[config.mk]
export PLATFORM = sky130hd
export DESIGN_NAME = parity_serial_tx_flat
export DESIGN_NICKNAME = d
export VERILOG_FILES = /design/src/rtl/parity_pkg.sv /design/src/rtl/parity_serial_tx_if.sv /design/src/rtl/parity_serial_tx_bit_timer.sv /design/src/rtl/parity_serial_tx.sv /design/src/flat_wrapper.sv
export SDC_FILE = /design/constraint.sdc
export NUM_CORES = 1
export LEC_CHECK = 0
export CAP_MARGIN = 5
export CORE_MARGIN = 4
export CORE_UTILIZATION = 35
export DETAILED_ROUTE_END_ITERATION = 10
export SLEW_MARGIN = 10
export SYNTH_ARGS = -nofsm -noshare
export SYNTH_HDL_FRONTEND = slang
export SYNTH_SLANG_ARGS = --single-unit
[constraint.sdc]
create_clock -name clock -period 5.7 [get_ports clock]
set_clock_uncertainty 0.05 [all_clocks]
set_input_delay 1.14 -clock clock [delete_from_list [all_inputs] [get_ports clock]]
set_output_delay 1.14 -clock clock [all_outputs]
set_load 0.005 [all_outputs]
[src/rtl/parity_pkg.sv]
// Definitions shared by the upstream parity generator and the serial transmitter:
// default word width, frame length and the transmitter state encoding.
package parity_pkg;

    localparam int DATA_W_DEF = 16;
    localparam int FRAME_BITS = DATA_W_DEF + 3;

    typedef enum logic [2:0] {
        IDLE,
        START,
        DATA,
        PARITY,
        STOP
    } tx_state_t;

    // Start + data + parity + stop for an arbitrary word width.
    function automatic int frame_bits(input int data_w);
        return data_w + 3;
    endfunction

endpackage

[src/rtl/parity_serial_tx_if.sv]
// Word handshake between the upstream parity stage (master) and the serial transmitter (slave).
interface parity_serial_tx_if
    import parity_pkg::*;
#(
    parameter int DATA_W = DATA_W_DEF
);

    logic              in_valid;
    logic              in_ready;
    logic [DATA_W-1:0] in_data;
    logic              in_parity;

    modport master (
        output in_valid,
        output in_data,
        output in_parity,
        input  in_ready
    );

    modport slave (
        input  in_valid,
        input  in_data,
        input  in_parity,
        output in_ready
    );

endinterface

[src/rtl/parity_serial_tx_bit_timer.sv]
// Per-bit cycle counter: produces a one-cycle bit_done tick on the last cycle of each serial bit.
module bit_timer #(
    parameter int CLKS_PER_BIT = 4
) (
    input  logic clock,
    input  logic reset,
    input  logic restart,
    input  logic run,
    output logic bit_done
);

    localparam int CNT_W = (CLKS_PER_BIT > 1) ? $clog2(CLKS_PER_BIT) : 1;
    localparam logic [CNT_W-1:0] LAST = CNT_W'(CLKS_PER_BIT - 1);

    logic [CNT_W-1:0] cnt;

    // The counter is held at zero whenever no frame is running so every bit starts aligned.
    always_ff @(posedge clock or posedge reset) begin
        if (reset) begin
            cnt <= '0;
        end else if (restart || !run) begin
            cnt <= '0;
        end else if (cnt == LAST) begin
            cnt <= '0;
        end else begin
            cnt <= cnt + CNT_W'(1);
        end
    end

    assign bit_done = run && !restart && (cnt == LAST);

endmodule

[src/rtl/parity_serial_tx.sv]
// Serialises an accepted data word as start/data(LSB first)/parity/stop, transmitting
// locally recomputed even parity and flagging a disagreeing upstream parity bit.
module parity_serial_tx
    import parity_pkg::*;
#(
    parameter int DATA_W       = DATA_W_DEF,
    parameter int CLKS_PER_BIT = 4
) (
    input  logic clock,
    input  logic reset,
    parity_serial_tx_if.slave up,
    output logic tx_out,
    output logic busy,
    output logic par_err
);

    localparam int BIT_W = (DATA_W > 1) ? $clog2(DATA_W) : 1;
    localparam logic [BIT_W-1:0] LAST_BIT = BIT_W'(DATA_W - 1);

    tx_state_t         state;
    tx_state_t         state_next;
    logic [DATA_W-1:0] data_reg;
    logic [DATA_W-1:0] data_next;
    logic              parity_reg;
    logic              parity_next;
    logic [BIT_W-1:0]  bit_cnt;
    logic [BIT_W-1:0]  bit_cnt_next;
    logic              tx_next;
    logic              par_err_next;
    logic              in_ready;
    logic              accept;
    logic              calc_parity;
    logic              bit_done;

    assign in_ready    = (state == IDLE);
    assign up.in_ready = in_ready;
    assign busy        = !in_ready;
    assign accept      = up.in_valid && in_ready;
    assign calc_parity = ^up.in_data;

    bit_timer #(
        .CLKS_PER_BIT(CLKS_PER_BIT)
    ) u_bit_timer (
        .clock   (clock),
        .reset   (reset),
        .restart (accept),
        .run     (state != IDLE),
        .bit_done(bit_done)
    );

    always_ff @(posedge clock or posedge reset) begin
        if (reset) begin
            state      <= IDLE;
            data_reg   <= '0;
            parity_reg <= 1'b0;
            bit_cnt    <= '0;
            tx_out     <= 1'b1;
            par_err    <= 1'b0;
        end else begin
            state      <= state_next;
            data_reg   <= data_next;
            parity_reg <= parity_next;
            bit_cnt    <= bit_cnt_next;
            tx_out     <= tx_next;
            par_err    <= par_err_next;
        end
    end

    // tx_next is the value the line takes for the next bit period, so each state
    // loads the following bit on its final cycle.
    always_comb begin
        state_next   = state;
        data_next    = data_reg;
        parity_next  = parity_reg;
        bit_cnt_next = bit_cnt;
        tx_next      = tx_out;
        par_err_next = 1'b0;

        case (state)
            IDLE: begin
                tx_next      = 1'b1;
                bit_cnt_next = '0;
                if (accept) begin
                    data_next    = up.in_data;
                    parity_next  = calc_parity;
                    par_err_next = (up.in_parity != calc_parity);
                    tx_next      = 1'b0;
                    state_next   = START;
                end
            end
            START: begin
                if (bit_done) begin
                    state_next   = DATA;
                    bit_cnt_next = '0;
                    tx_next      = data_reg[0];
                end
            end
            DATA: begin
                if (bit_done) begin
                    if (bit_cnt == LAST_BIT) begin
                        state_next = PARITY;
                        tx_next    = parity_reg;
                    end else begin
                        bit_cnt_next = bit_cnt + BIT_W'(1);
                        tx_next      = data_reg[bit_cnt_next];
                    end
                end
            end
            PARITY: begin
                if (bit_done) begin
                    state_next = STOP;
                    tx_next    = 1'b1;
                end
            end
            STOP: begin
                if (bit_done) begin
                    state_next = IDLE;
                    tx_next    = 1'b1;
                end
            end
            default: begin
                state_next = IDLE;
                tx_next    = 1'b1;
            end
        endcase
    end

endmodule

[src/flat_wrapper.sv]
// flat-port wrapper written by rule: the top's interface ports become plain ports
module parity_serial_tx_flat import parity_pkg::*;
#(
    parameter int DATA_W       = DATA_W_DEF,
    parameter int CLKS_PER_BIT = 4
)
  (clock, reset, tx_out, busy, par_err, up_in_valid, up_in_data, up_in_parity, up_in_ready);
  parity_serial_tx_if #(.DATA_W(DATA_W)) up_i ();
  input  logic clock;
  input  logic reset;
  output logic tx_out;
  output logic busy;
  output logic par_err;
  input wire logic [$bits(up_i.in_valid)-1:0] up_in_valid;
  input wire logic [$bits(up_i.in_data)-1:0] up_in_data;
  input wire logic [$bits(up_i.in_parity)-1:0] up_in_parity;
  output wire logic [$bits(up_i.in_ready)-1:0] up_in_ready;
  assign up_i.in_valid = up_in_valid;
  assign up_i.in_data = up_in_data;
  assign up_i.in_parity = up_in_parity;
  assign up_in_ready = up_i.in_ready;
  parity_serial_tx #(.DATA_W(DATA_W), .CLKS_PER_BIT(CLKS_PER_BIT)) u_core (.clock(clock), .reset(reset), .up(up_i), .tx_out(tx_out), .busy(busy), .par_err(par_err));
endmodule
==> flow_summary.ini <==
[die]
rows = 23
start_util_pct = 36.94
fp.dieH_um = 73.44
die_x_um = 73.44
dieArea_um2 = 5393
ios = 24
coreArea_um2 = 4058

[logic_synthesis]
synth_edf_count = 0
yosysSeqAreaShare_pct = 46.83
synth-seq-cells = 28
synthAdderAreaFrac_pct = 1.669
synthSimpleGateAreaFrac_pct = 8.431
synth_fp_nets = 141
synth_mux_area_share_pct = 21.95
synth_xor_area_share_pct = 10.52
synth_compound_area_share_pct = 7.596
postSynthAreaPerCell_um2 = 12.60
ys_top_cells_by_area = dfrtp_1 (45%), mux2_2 (13%), xnor2_1 (7.6%), mux4_1 (7.0%), xor2_1 (2.9%)
ys_async_sr_fraction_pct = 100.0
ys_types = 33
syn_inst = 119
synth_top_family_by_area = multiplexers
ys.flop_type = dfrtp_1
post-synth-top-area-fraction_pct = 45.08
netlist_area_um2 = 1499
yosysWarnings = 0
synth_top_area_cell = dfrtp_1

[timing]
hold_slack_ns = 0.3920
max_freq_mhz = 321.6
fin_setup_tns_ns = 0
hold_violations = 0
finalSetupViolCount = 0
finalCritPeriodShare_pct = 54.55
slew_violations = 0
rsz0062_at_grt = false
slew_headroom_pct = 31.87
tightest_slew_ns = 1.016
min_period_ns = 3.110

[grt]
grtUsageTotal_pct = 11.05
grt_pass1_wl_um = 4581
grt_overflow = 0
antenna_found_initial = 0
grt_max_degree = 29
grt_pass1_vias = 1011

[routing]
ant_nets = 0
dr.pass1.iters = 4
viasPerCell = 5.079
drt_iter0_markers = 35
drc = 0
dr_total_vias = 965
drt-total-wl_um = 2648
routedWlPerCell_um = 13.94

[finish]
largest_reg_flops = 16
areaGrowthSynthToFinish_pct = 20.78
design_area_um2 = 1810
finalNetCount = 163
mostFrequentLayoutCell = dfrtp_1
fin_cells = 190
final_cell_mix = dfrtp_1 (27), clkdlybuf4s50_1 (23), mux2_2 (17)
n_antenna_cell = 0
drive_gt1_share_pct = 17.86

[place]
io_buffers = 23
globalplace.congestion = 0.7407
hpwlAfterDp_um = 1970
dpl_cell_area_um2 = 1765
dp_cells = 186

[setup_path]
crit_required_ns = 4.51
worstSetupStartpointType = flip-flop
r2r_cells = 6
critPathArrivalTime_ns = 1.92
cp-end-kind = primary output
regToRegSetupSlack_ns = 3.00
reg2reg_to = u_core.tx_out$_DFFE_PP1P_
crit_type = reg -> out
reg2reg_from = u_core.bit_cnt[0]$_DFFE_PP0P_
crit_fanout = 12

[clocking]
cts_resized = 0
clk_pin_slew_ns = 0.09
cts_max_level = 1
cts_buffer_depth = 2
cts_tree = built
numCtsBuffers = 3
postCtsHoldBufs = 0
cts_setup_buffers = 0
clock_latency_ns = 0.27
cts_root_buf = clkbuf_8
cts.sinks = 28

[pwr]
peakVddDrop_uv = 146.1
leakage_uw = 0.0007272
power_density_nw_per_um2 = 423.8

[min_path]
min_path_cells = 1
min_to = u_core.u_bit_timer.cnt[0]$_DFF_PP0_
hp-start = u_core.u_bit_timer.cnt[0]$_DFF_PP0_
min_path_type = reg -> reg

[outcome]
outcome = completed

[job]
drv_cap = 0
==> power breakdown <==
group	switching (uW)	leakage (uW)	total [uW]	internal [uW]
clock	59.5	0.0000228	110	50.1
sequential	66.9	0.000342	355	288
combinational	117	0.000362	303	186
total	243	0.000727	767	524
==> synth_stat cells, types with 2 or more instances <==
master      n
ha_1        2
a311oi_1    2
inv_1       5
clkbuf_1    3
mux2_2     17
nand2b_1    2
nor3b_1     2
nand2_1     3
xnor2_1    13
xor2_1      5
mux4_1      4
nor2_1      2
nor3_1      3
nand3_1     2
a21oi_1     2
buf_2       3
o21ai_0     3
nor2b_1     4
o2bb2ai_1   2
dfrtp_1    27
==> layout make-up <==
class                   count  area (um2)
fillers                   377        2247
multi-input cells          80       752.0
flip-flops and latches     28       701.9
repair buffers             23       230.2
well taps                  50       62.56
clock buffers               4       45.04
inverters                   5       18.77
==> per-layer routing <==
layer	up-vias	global-route usage, %	part of all wire (%)
li1	468	-	-
met1	468	14.27	46
met2	24	17.72	46
met3	5	4.104	6.8
met4	0	2.414	0.87
met5	-	0	0
==> critical path, stage by stage (launching register included) <==
cell and delay, ns:
dfrtp_1 0.50, nor3_1 0.53, clkdlybuf4s50_1 0.61
==> through the flow <==
step                power, uW  util, %  worst slack (ns)
floorplan               578.2        -             3.346
global placement        656.3    43.51             2.836
detailed placement      666.4    43.51             2.820
CTS                     778.4    44.62             2.564
global route            827.6    44.62             2.475
finish                  767.3    44.62             2.590
==> worst max-delay path by stage <==
stage	cells past startpoint	slack [ns]	to	from
2_1_floorplan	6	3.35	u_core.tx_out$_DFFE_PP1P_	u_core.bit_cnt[0]$_DFFE_PP0P_
3_3_place_gp	3	2.84	u_core.data_reg[14]$_DFFE_PP0P_	up_in_valid
4_1_cts	2	2.56	up_in_ready	u_core.state[1]$_DFFE_PP0P_
6_report	2	2.59	up_in_ready	u_core.state[1]$_DFFE_PP0P_
5_1_grt	2	2.47	up_in_ready	u_core.state[1]$_DFFE_PP0P_
3_5_place_dp	3	2.82	u_core.data_reg[9]$_DFFE_PP0P_	up_in_valid
==> cell families after synthesis <==
| logic type | after synthesis |
|---|---|
| multiplexers | 23 |
| AO/OA/AOI/OAI | 15 |
| flip-flops | 28 |
| XOR/XNOR | 18 |
| adder cells (fa/ha/maj) | 2 |
| AND/OR/NAND/NOR | 22 |
| buffers and inverters | 11 |
(Power assumes the default switching activity.)
